File: config.mk
export PLATFORM = sky130hd
export DESIGN_NAME = ram_param
export DESIGN_NICKNAME = d
export VERILOG_FILES = /design/src/rtl/ram_pkg.sv /design/src/rtl/ram_rd_pipe.sv /design/src/rtl/ram_param.sv
export SDC_FILE = /design/constraint.sdc
export NUM_CORES = 1
export LEC_CHECK = 0
export ABC_AREA = 1
export BUFFER_PORTS_ARGS = -buffer_cell sky130_fd_sc_hd__buf_2
export CAP_MARGIN = 20
export CORE_MARGIN = 3
export CORE_UTILIZATION = 45
export DETAILED_ROUTE_END_ITERATION = 8
export SLEW_MARGIN = 10
export SYNTH_ARGS = -nofsm -noshare
export SYNTH_HDL_FRONTEND = slang
export SYNTH_HIERARCHICAL = 1
export SYNTH_SLANG_ARGS = --single-unit
File: constraint.sdc
create_clock -name clk -period 3.5 [get_ports clk]
set_clock_uncertainty 0.2 [all_clocks]
set_input_delay 0.525 -clock clk [delete_from_list [all_inputs] [get_ports clk]]
set_output_delay 0.525 -clock clk [all_outputs]
set_load 0.02 [all_outputs]
File: src/rtl/ram_pkg.sv
// Shared types and constants for the parametrised scratch RAM.
package ram_pkg;

  localparam int RD_LAT_MAX = 2;

  typedef enum logic {
    ST_IDLE  = 1'b0,
    ST_CLEAR = 1'b1
  } state_e;

  function automatic int num_lanes(input int data_w);
    return data_w / 8;
  endfunction

endpackage

File: src/rtl/ram_rd_pipe.sv
// Delay line for read data + valid; wires straight through when STAGES is 0.
module ram_rd_pipe #(
  parameter int STAGES = 0,
  parameter int W      = 33
) (
  input  logic         clk,
  input  logic         reset_n,
  input  logic [W-1:0] d,
  output logic [W-1:0] q
);

  if (STAGES == 0) begin : g_pass
    assign q = d;
  end else begin : g_pipe
    logic [STAGES-1:0][W-1:0] pipe_q, pipe_d;

    always_comb begin
      pipe_d    = pipe_q;
      pipe_d[0] = d;
      for (int i = 1; i < STAGES; i++) pipe_d[i] = pipe_q[i-1];
    end

    always_ff @(posedge clk or negedge reset_n) begin
      if (!reset_n) pipe_q <= '0;
      else          pipe_q <= pipe_d;
    end

    assign q = pipe_q[STAGES-1];
  end

endmodule

File: src/rtl/ram_param.sv
// Single-port synchronous RAM with byte enables, 1/2-cycle read latency and a
// zero-fill sequencer that runs after reset and on clr.
module ram_param
  import ram_pkg::*;
#(
  parameter int DATA_W = 32,
  parameter int ADDR_W = 5,
  parameter int RD_LAT = 1
) (
  input  logic                  clk,
  input  logic                  reset_n,
  input  logic                  cen,
  input  logic                  wen,
  input  logic [DATA_W/8-1:0]   S_be,
  input  logic [ADDR_W-1:0]     S_addr,
  input  logic [DATA_W-1:0]     S_din,
  input  logic                  clr,
  output logic [DATA_W-1:0]     S_dout,
  output logic                  S_rvalid,
  output logic                  busy
);

  localparam int NUM_BE = num_lanes(DATA_W);
  localparam int DEPTH  = 1 << ADDR_W;

  if (RD_LAT < 1 || RD_LAT > RD_LAT_MAX || (DATA_W % 8) != 0) begin : g_bad_param
    $error("ram_param: RD_LAT must be 1 or 2 and DATA_W a multiple of 8");
  end

  logic [DATA_W-1:0] mem [DEPTH];

  state_e            state_q, state_d;
  logic [ADDR_W-1:0] ptr_q, ptr_d;
  logic              busy_q, busy_d;
  logic              rd_vld_q, rd_vld_d;
  logic [DATA_W-1:0] rd_data_q, rd_data_d;
  logic              clr_wr, usr_wr;

  assign clr_wr = (state_q == ST_CLEAR);
  assign usr_wr = (state_q == ST_IDLE) && cen && wen;

  always_comb begin
    state_d   = state_q;
    ptr_d     = ptr_q;
    busy_d    = busy_q;
    rd_vld_d  = 1'b0;
    rd_data_d = '0;
    case (state_q)
      ST_CLEAR: begin
        ptr_d = ptr_q + 1'b1;
        if (&ptr_q) begin
          state_d = ST_IDLE;
          busy_d  = 1'b0;
        end
      end
      default: begin
        if (cen && !wen) begin
          rd_vld_d  = 1'b1;
          rd_data_d = mem[S_addr];
        end
        // An access sampled alongside clr is still serviced; clearing starts next cycle.
        if (clr) begin
          state_d = ST_CLEAR;
          ptr_d   = '0;
          busy_d  = 1'b1;
        end
      end
    endcase
  end

  always_ff @(posedge clk or negedge reset_n) begin
    if (!reset_n) begin
      state_q   <= ST_CLEAR;
      ptr_q     <= '0;
      busy_q    <= 1'b1;
      rd_vld_q  <= 1'b0;
      rd_data_q <= '0;
    end else begin
      state_q   <= state_d;
      ptr_q     <= ptr_d;
      busy_q    <= busy_d;
      rd_vld_q  <= rd_vld_d;
      rd_data_q <= rd_data_d;
    end
  end

  // Storage is deliberately unreset; the clear sequencer provides defined contents.
  always_ff @(posedge clk) begin
    if (clr_wr) begin
      mem[ptr_q] <= '0;
    end else if (usr_wr) begin
      for (int k = 0; k < NUM_BE; k++)
        if (S_be[k]) mem[S_addr][8*k +: 8] <= S_din[8*k +: 8];
    end
  end

  ram_rd_pipe #(
    .STAGES (RD_LAT - 1),
    .W      (DATA_W + 1)
  ) u_rd_pipe (
    .clk     (clk),
    .reset_n (reset_n),
    .d       ({rd_vld_q, rd_data_q}),
    .q       ({S_rvalid, S_dout})
  );

  assign busy = busy_q;

  a_be_known: assert property (@(posedge clk) disable iff (!reset_n)
    usr_wr |-> !$isunknown(S_be));

endmodule

==> run summary, run 1 <==
Worst setup startpoint -> clr_wr
Worst vdd ir -> 0.4242 mV
Clock power frac -> 0.365
Vias in the first global route -> 27790
Main synth FF type -> edfxtp_1
I/O Pins -> 80
Worst R2R Start -> clr_wr
Delay-heaviest family, CP -> simple AND/OR/NAND/NOR gates
Detailed Route Iter0 Violations -> 3176
Post-synth cell types -> 30
P_int -> 23.97 mW
Initial antenna violation count -> 3
First-pass GRT wire length -> 173800 um
Global Route met1 Usage -> 0.3285
RSZ-0062 raised after global routing -> false
Chip width -> 319.8 um
CP max stage delay -> 770 ps
Number of nets with antenna violations after routing -> 0
Final setup vio count -> 0
Met2 Usage GRT -> 0.3526
Initial Util -> 0.4562
Crit-path max FO -> 14
FMAX -> 320.1 MHz
Commonest cells after routing, fill and taps aside -> nand2_1 (1188), edfxtp_1 (1024), nand3_1 (642)
Most Crowded Layer GR -> met2
WP buf/inv -> 1
DRC errors left -> 0
IO buf count -> 79
Clk Latency, worst-skew pair -> 680 ps
EDFF count, synth -> 1024
Slew Viols, Final -> 0
Period utilization -> 0.8927
Avg WL per Cell -> 21.79 um
Clk sink count -> 1064
H-tree depth reported by CTS -> 3
Crit path launch type -> flip-flop
CP Class -> reg2reg
Seq/Total Area, Yosys -> 0.7166
Syn_area_per_cell -> 11.62 um^2
Max Cap Viol -> 0
Layout net count -> 3971
Die area -> 102300 um^2
Synth warnings -> 6
Syn Nets -> 3860
Leakage -> 18.85 nW
Core Area -> 97140 um^2
Switching part of the total power -> 0.2700
Clock slew at reported path FFs -> 60 ps
Cell taking the most area after synthesis -> edfxtp_1
Pwr Density -> 648.1 nW/um^2
CTS buffer count -> 110
Post_cts resized -> 0
Row count -> 114
Hold/Removal Path Class -> in2reg
Final Hold Vio Count -> 0
Vias -> 28900
Gr usage total -> 0.2244
Final WL -> 115400 um
Async S/R FF share, synth -> 0.03759
Via density -> 5.461
Drt first pass iters -> 5
Worst-margin pin slew -> 994.1 ps
Die H -> 319.8 um
Detailed Place HPWL -> 66950 um
Longest Clk Path Bufs -> 3
CP Cell Sequence -> nor2_2 > o211ai_2 > buf_4 > nand3_1 > nand2_4 > nand3_4 > nor3_2
Slowest CP cell -> dfstp_2
Commonest non-fill, non-tap cell in the layout -> nand2_1
Fraction of layout cells with a size suffix above 1 -> 0.1536
Layout area overhead -> 14.35%
Largest net degree at the start of global routing -> 113
Flop and latch count out of synthesis -> 1064
Status -> complete, no violations
Slew HR -> 0.3372
GP Congestion -> 0.8053
Arr. time, crit path -> 3240 ps
Min-delay src -> S_din[20]
Final min period -> 3124 ps
CTS root buf -> clkbuf_16
Critical path required time -> 3610 ps
Grt met3 use -> 0.03297
Sw Pwr -> 8.865 mW
Grt total ovfl -> 0
Mapped Cells -> 3812
# fillers -> 8354
TritonCTS clock tree -> yes
Synth top area cells -> edfxtp_1 (69%), nand2_1 (10%), nand3_1 (7.3%)
Setup TNS Final -> 0 ps
Post-synth design cell area -> 44310 um^2
Post-layout power -> 32.84 mW
Comb pwr share -> 0.152
Post-synth top area share -> 0.6939
Sequential share of power -> 0.483
Endpoint class of the critical path -> flip-flop
==> path summary, 6_finish.rpt <==
path / end / slack, ps / cells past startpoint
hold reg to reg: busy / 280 / 2
min in group asynchronous: rd_data_q[31] / 330 / 2
setup reg to reg: mem[3][2] / 380 / 7
max in group asynchronous: rd_data_q[5] / 2110 / 3
setup / recovery: mem[3][2] / 380 / 7
hold / removal: mem[5][20] / 80 / 3
==> cell families (layout without fill, tap and decap cells) <==
logic type,count (synthesis),after routing,share of synthesized area
AO/OA/AOI/OAI,185,185,0.02222
adder cells (fa/ha/maj),2,2,0.0005646
buffers and inverters,341,545,0.03640
flip-flops,1064,1064,0.7166
other,0,1,0
AND/OR/NAND/NOR,2220,2220,0.2242
==> stage by stage <==
step	util	std cells	area (um^2)	worst slack [ps]	hold slack (ps)
global placement	0.4829	5084	46900	362.9	263.2
global route	0.5216	5292	50670	210.1	83.51
finish	0.5217	5293	50670	375.5	76.36
detailed placement	0.4829	5084	46900	285.1	261.5
floorplan	-	3812	44310	910.2	29.41
CTS	0.5214	5291	50640	387.9	30.04
==> routing by layer <==
layer	vias up	routed length [um]
li1	13510	-
met1	14140	51260
met2	1088	53390
met3	161	8249
met4	0	2450
met5	-	0
==> Yosys cell counts, types with 35 or more instances <==
cell and number:
nor2_1 239, clkbuf_1 121, nor3_2 94, buf_2 95, edfxtp_1 1024, nand2_1 1189
nor3_1 35, o21ai_0 135, nand3_1 642, inv_1 44, buf_4 39, dfrtp_1 38
==> power groups by stage <==
stage               Sequential (mW)  Combinational, mW  Clock [mW]
global route                   16.0               5.39        12.7
floorplan                      16.0               3.00           0
CTS                            15.9               4.98        12.2
detailed placement             16.1               4.97           0
global placement               16.1               4.91           0
finish                         15.9               4.98        12.0
==> area by class of cell <==
class                   instances  area [um^2]  share of cell area
well taps                    1276         1597             0.03151
multi-input cells            2407        11090              0.2189
diodes                          1        2.502          0.00004938
clock buffers                 135         2950             0.05822
repair buffers                293         2312             0.04563
clock inverters                70        769.5             0.01519
flip-flops and latches       1064        31750              0.6266
inverters                      47        193.9            0.003827
==> worst reg2reg max path, delay by kind of cell (launching register included) <==
family	cells	cell delay, ps
AND/OR/NAND/NOR	5	1440
AO/OA/AOI/OAI	1	120
buffers and inverters	1	220
flip-flops	1	770
==> what timing repair did <==
action | in CTS | in global routing
hold buffers | 2 | 0
hold endpoints to repair | 35 | 0
endpoints found under the setup margin | 0 | 0
setup buffers | 0 | 0
==> registers in the layout, indices dropped and copies added (netlist names) <==
| register | cells |
|---|---|
| mem | 1024 |
| rd_data_q | 32 |
| ptr_q | 5 |
| busy | 1 |
| clr_wr | 1 |
| rd_vld_q | 1 |
No activity file was read; power rests on OpenSTA's default activity.
==> run 2: changes to the inputs <==
--- a/config.mk
+++ b/config.mk
@@ -9,9 +9,10 @@
 export BUFFER_PORTS_ARGS = -buffer_cell sky130_fd_sc_hd__buf_2
 export CAP_MARGIN = 20
 export CORE_MARGIN = 3
-export CORE_UTILIZATION = 45
+export CORE_UTILIZATION = 55
 export DETAILED_ROUTE_END_ITERATION = 8
-export SLEW_MARGIN = 10
+export PLACE_DENSITY = 0.74
+export SLEW_MARGIN = 20
 export SYNTH_ARGS = -nofsm -noshare
 export SYNTH_HDL_FRONTEND = slang
 export SYNTH_HIERARCHICAL = 1
==> constraint.sdc (replaced) <==
create_clock -name clk -period 2.85 [get_ports clk]
set_clock_uncertainty 0.2 [all_clocks]
set_input_delay 0.4275 -clock clk [delete_from_list [all_inputs] [get_ports clk]]
set_output_delay 0.4275 -clock clk [all_outputs]
set_load 0.02 [all_outputs]
==> run 2 against run 1 <==
  * Clock-buffer cell count fell by 1
  * Critical path depth rose by 4
  * Worst setup slack got worse by 310 ps
  * Maximum frequency rose by 12%
  * Sequential share of layout area rose by 0.14 points
  * Cell area fell by 0.22%
  * First-iteration DRC count rose by 18%
  * Sequential power rose by 23%
  * Wire length fell by 4.0%
  * Highest routed layer unchanged
  * Core utilization rose by 12 points
  * Combinational power rose by 34%
  * Non-clock buffer count rose by 2
==> run summary, run 2 (synthesized netlist as in run 1, its figures left out) <==
Status -> complete, no violations
Clock power frac -> 0.339
Final Hold Vio Count -> 0
Detailed Place HPWL -> 63070 um
Critical path required time -> 3010 ps
Worst R2R Start -> clr_wr
First-pass GRT wire length -> 168400 um
Worst Hold Endpoint -> mem[15][2]
Arr. time, crit path -> 2940 ps
Period utilization -> 0.9755
Largest registers -> mem (1024), rd_data_q (32), ptr_q (5)
Row count -> 103
Die H -> 289.8 um
Vias in the first global route -> 28700
Commonest cells after routing, fill and taps aside -> nand2_1 (1188), edfxtp_1 (1024), nand3_1 (642)
Detailed Route Iter0 Violations -> 3740
Max Cap Viol -> 0
Crit path launch type -> flip-flop
Vias -> 29660
Max reg flops -> 1024
Final setup vio count -> 0
Sequential share of power -> 0.492
Sw Pwr -> 10.86 mW
Leakage -> 18.74 nW
Hold WS -> 117.5 ps
CP Class -> reg2reg
Clk sink count -> 1064
Endpoint class of the critical path -> flip-flop
Initial antenna violation count -> 1
CTS root buf -> clkbuf_16
Met3 wire length -> 12510 um
Core Area -> 79390 um^2
Chip width -> 289.8 um
Hold/Removal Path Class -> in2reg
Number of nets with antenna violations after routing -> 0
Grt total ovfl -> 0
IO buf count -> 79
Gr usage total -> 0.2591
R2R Setup Slk -> 70 ps
CTS buffer count -> 102
TritonCTS clock tree -> yes
Clk Latency, worst-skew pair -> 660 ps
Initial Util -> 0.5582
Final min period -> 2780 ps
H-tree depth reported by CTS -> 3
Longest Clk Path Bufs -> 3
GP Congestion -> 0.8582
Via density -> 5.867
Pwr Density -> 782.5 nW/um^2
Fraction of layout cells with a size suffix above 1 -> 0.1543
Slew Viols, Final -> 0
Layout net count -> 3965
Reg with most FFs -> mem
RSZ-0062 raised after global routing -> true
Switching part of the total power -> 0.2745
Hold depth -> 4
Die area -> 84010 um^2
I/O Pins -> 80
Top layer reached by signal wires -> met4
Met2 WL -> 52030 um
Worst vdd ir -> 0.5873 mV
Slew HR -> 0.3314
Place WS -> -241.5 ps
FMAX -> 359.7 MHz
Avg WL per Cell -> 21.90 um
Worst reg2reg endpoint -> mem[4][21]
Final WL -> 110700 um
Commonest non-fill, non-tap cell in the layout -> nand2_1
Worst-margin pin slew -> 1003 ps
P_int -> 28.70 mW
Min-delay src -> S_din[2]
Reg2Reg Depth -> 11
Clock slew at reported path FFs -> 60 ps
M1 WL -> 43250 um
Largest net degree at the start of global routing -> 172
Layout area overhead -> 14.10%
DRC errors left -> 0
Setup slack after layout -> 69.92 ps
Comb pwr share -> 0.169
Crit-path max FO -> 10
Drt first pass iters -> 8
==> run 2: changes by cell type in the layout (fill, tap and decap cells not counted), sizes merged <==
| cell | change |
|---|---|
| clkinvlp | +2 |
| clkinv | -6 |
| bufinv | -8 |
| buf | +1 |
==> run 2: stage by stage <==
stage	power [mW]	area, um^2	util	TNS, ps	std cells
finish	39.56	50560	0.6369	0	5056
global route	40.85	50560	0.6369	-117.2	5055
detailed placement	26.16	47010	0.5922	-10710	4860
floorplan	23.37	44310	-	0	3812
global placement	25.95	46980	0.5917	-17440	4859
CTS	39.44	50400	0.6348	0	5054
==> run 2: routing by layer <==
metal	GRT usage	vias to the layer above
li1	-	13520
met5	0	-
met2	0.4070	1751
met4	0.08003	0
met3	0.06146	232
met1	0.3628	14160
==> run 2: layout make-up <==
class	instances	area (um^2)
flip-flops and latches	1064	31750
clock buffers	134	2838
well taps	1050	1314
multi-input cells	2407	11270
inverters	47	193.9
clock inverters	58	519.2
repair buffers	295	2673
diodes	1	2.502
fillers	5834	28830
==> run 2: critical path, stage by stage (launching register included) <==
cell and delay [ps]:
dfstp_2 540, nor2_2 50, o211ai_2 110, buf_4 230
nand3_1 110, nand2_2 190, buf_4 160, nand3_4 90
buf_4 230, buf_4 200, nor3_1 150, buf_4 220
==> run 2: timing repair <==
item | CTS | global route
buffers inserted | 0 | 1
hold buffers | 2 | 0
gates resized for setup | 1 | 23
pin swaps | 0 | 1
endpoints found under the hold margin | 27 | 0
setup endpoints to repair | 8 | 162
==> run 2: power groups by stage <==
stage / registers, mW / clock network [mW] / logic [mW]
floorplan: 19.7 / 0 / 3.68
global placement: 19.7 / 0 / 6.22
detailed placement: 19.8 / 0 / 6.38
CTS: 19.5 / 13.6 / 6.41
global route: 19.6 / 14.2 / 7.11
finish: 19.5 / 13.4 / 6.67
==> run 2: worst max-delay path by stage <==
stage / slack, ps / endpoint / cells after the start / startpoint
2_1_floorplan: 300 / mem[24][16] / 8 / clr_wr
3_3_place_gp: -420 / mem[12][11] / 10 / cen
3_5_place_dp: -240 / mem[16][12] / 10 / cen
4_1_cts: 30 / mem[6][11] / 9 / clr_wr
5_1_grt: -10 / mem[13][15] / 8 / clr_wr
6_report: 70 / mem[4][21] / 11 / clr_wr
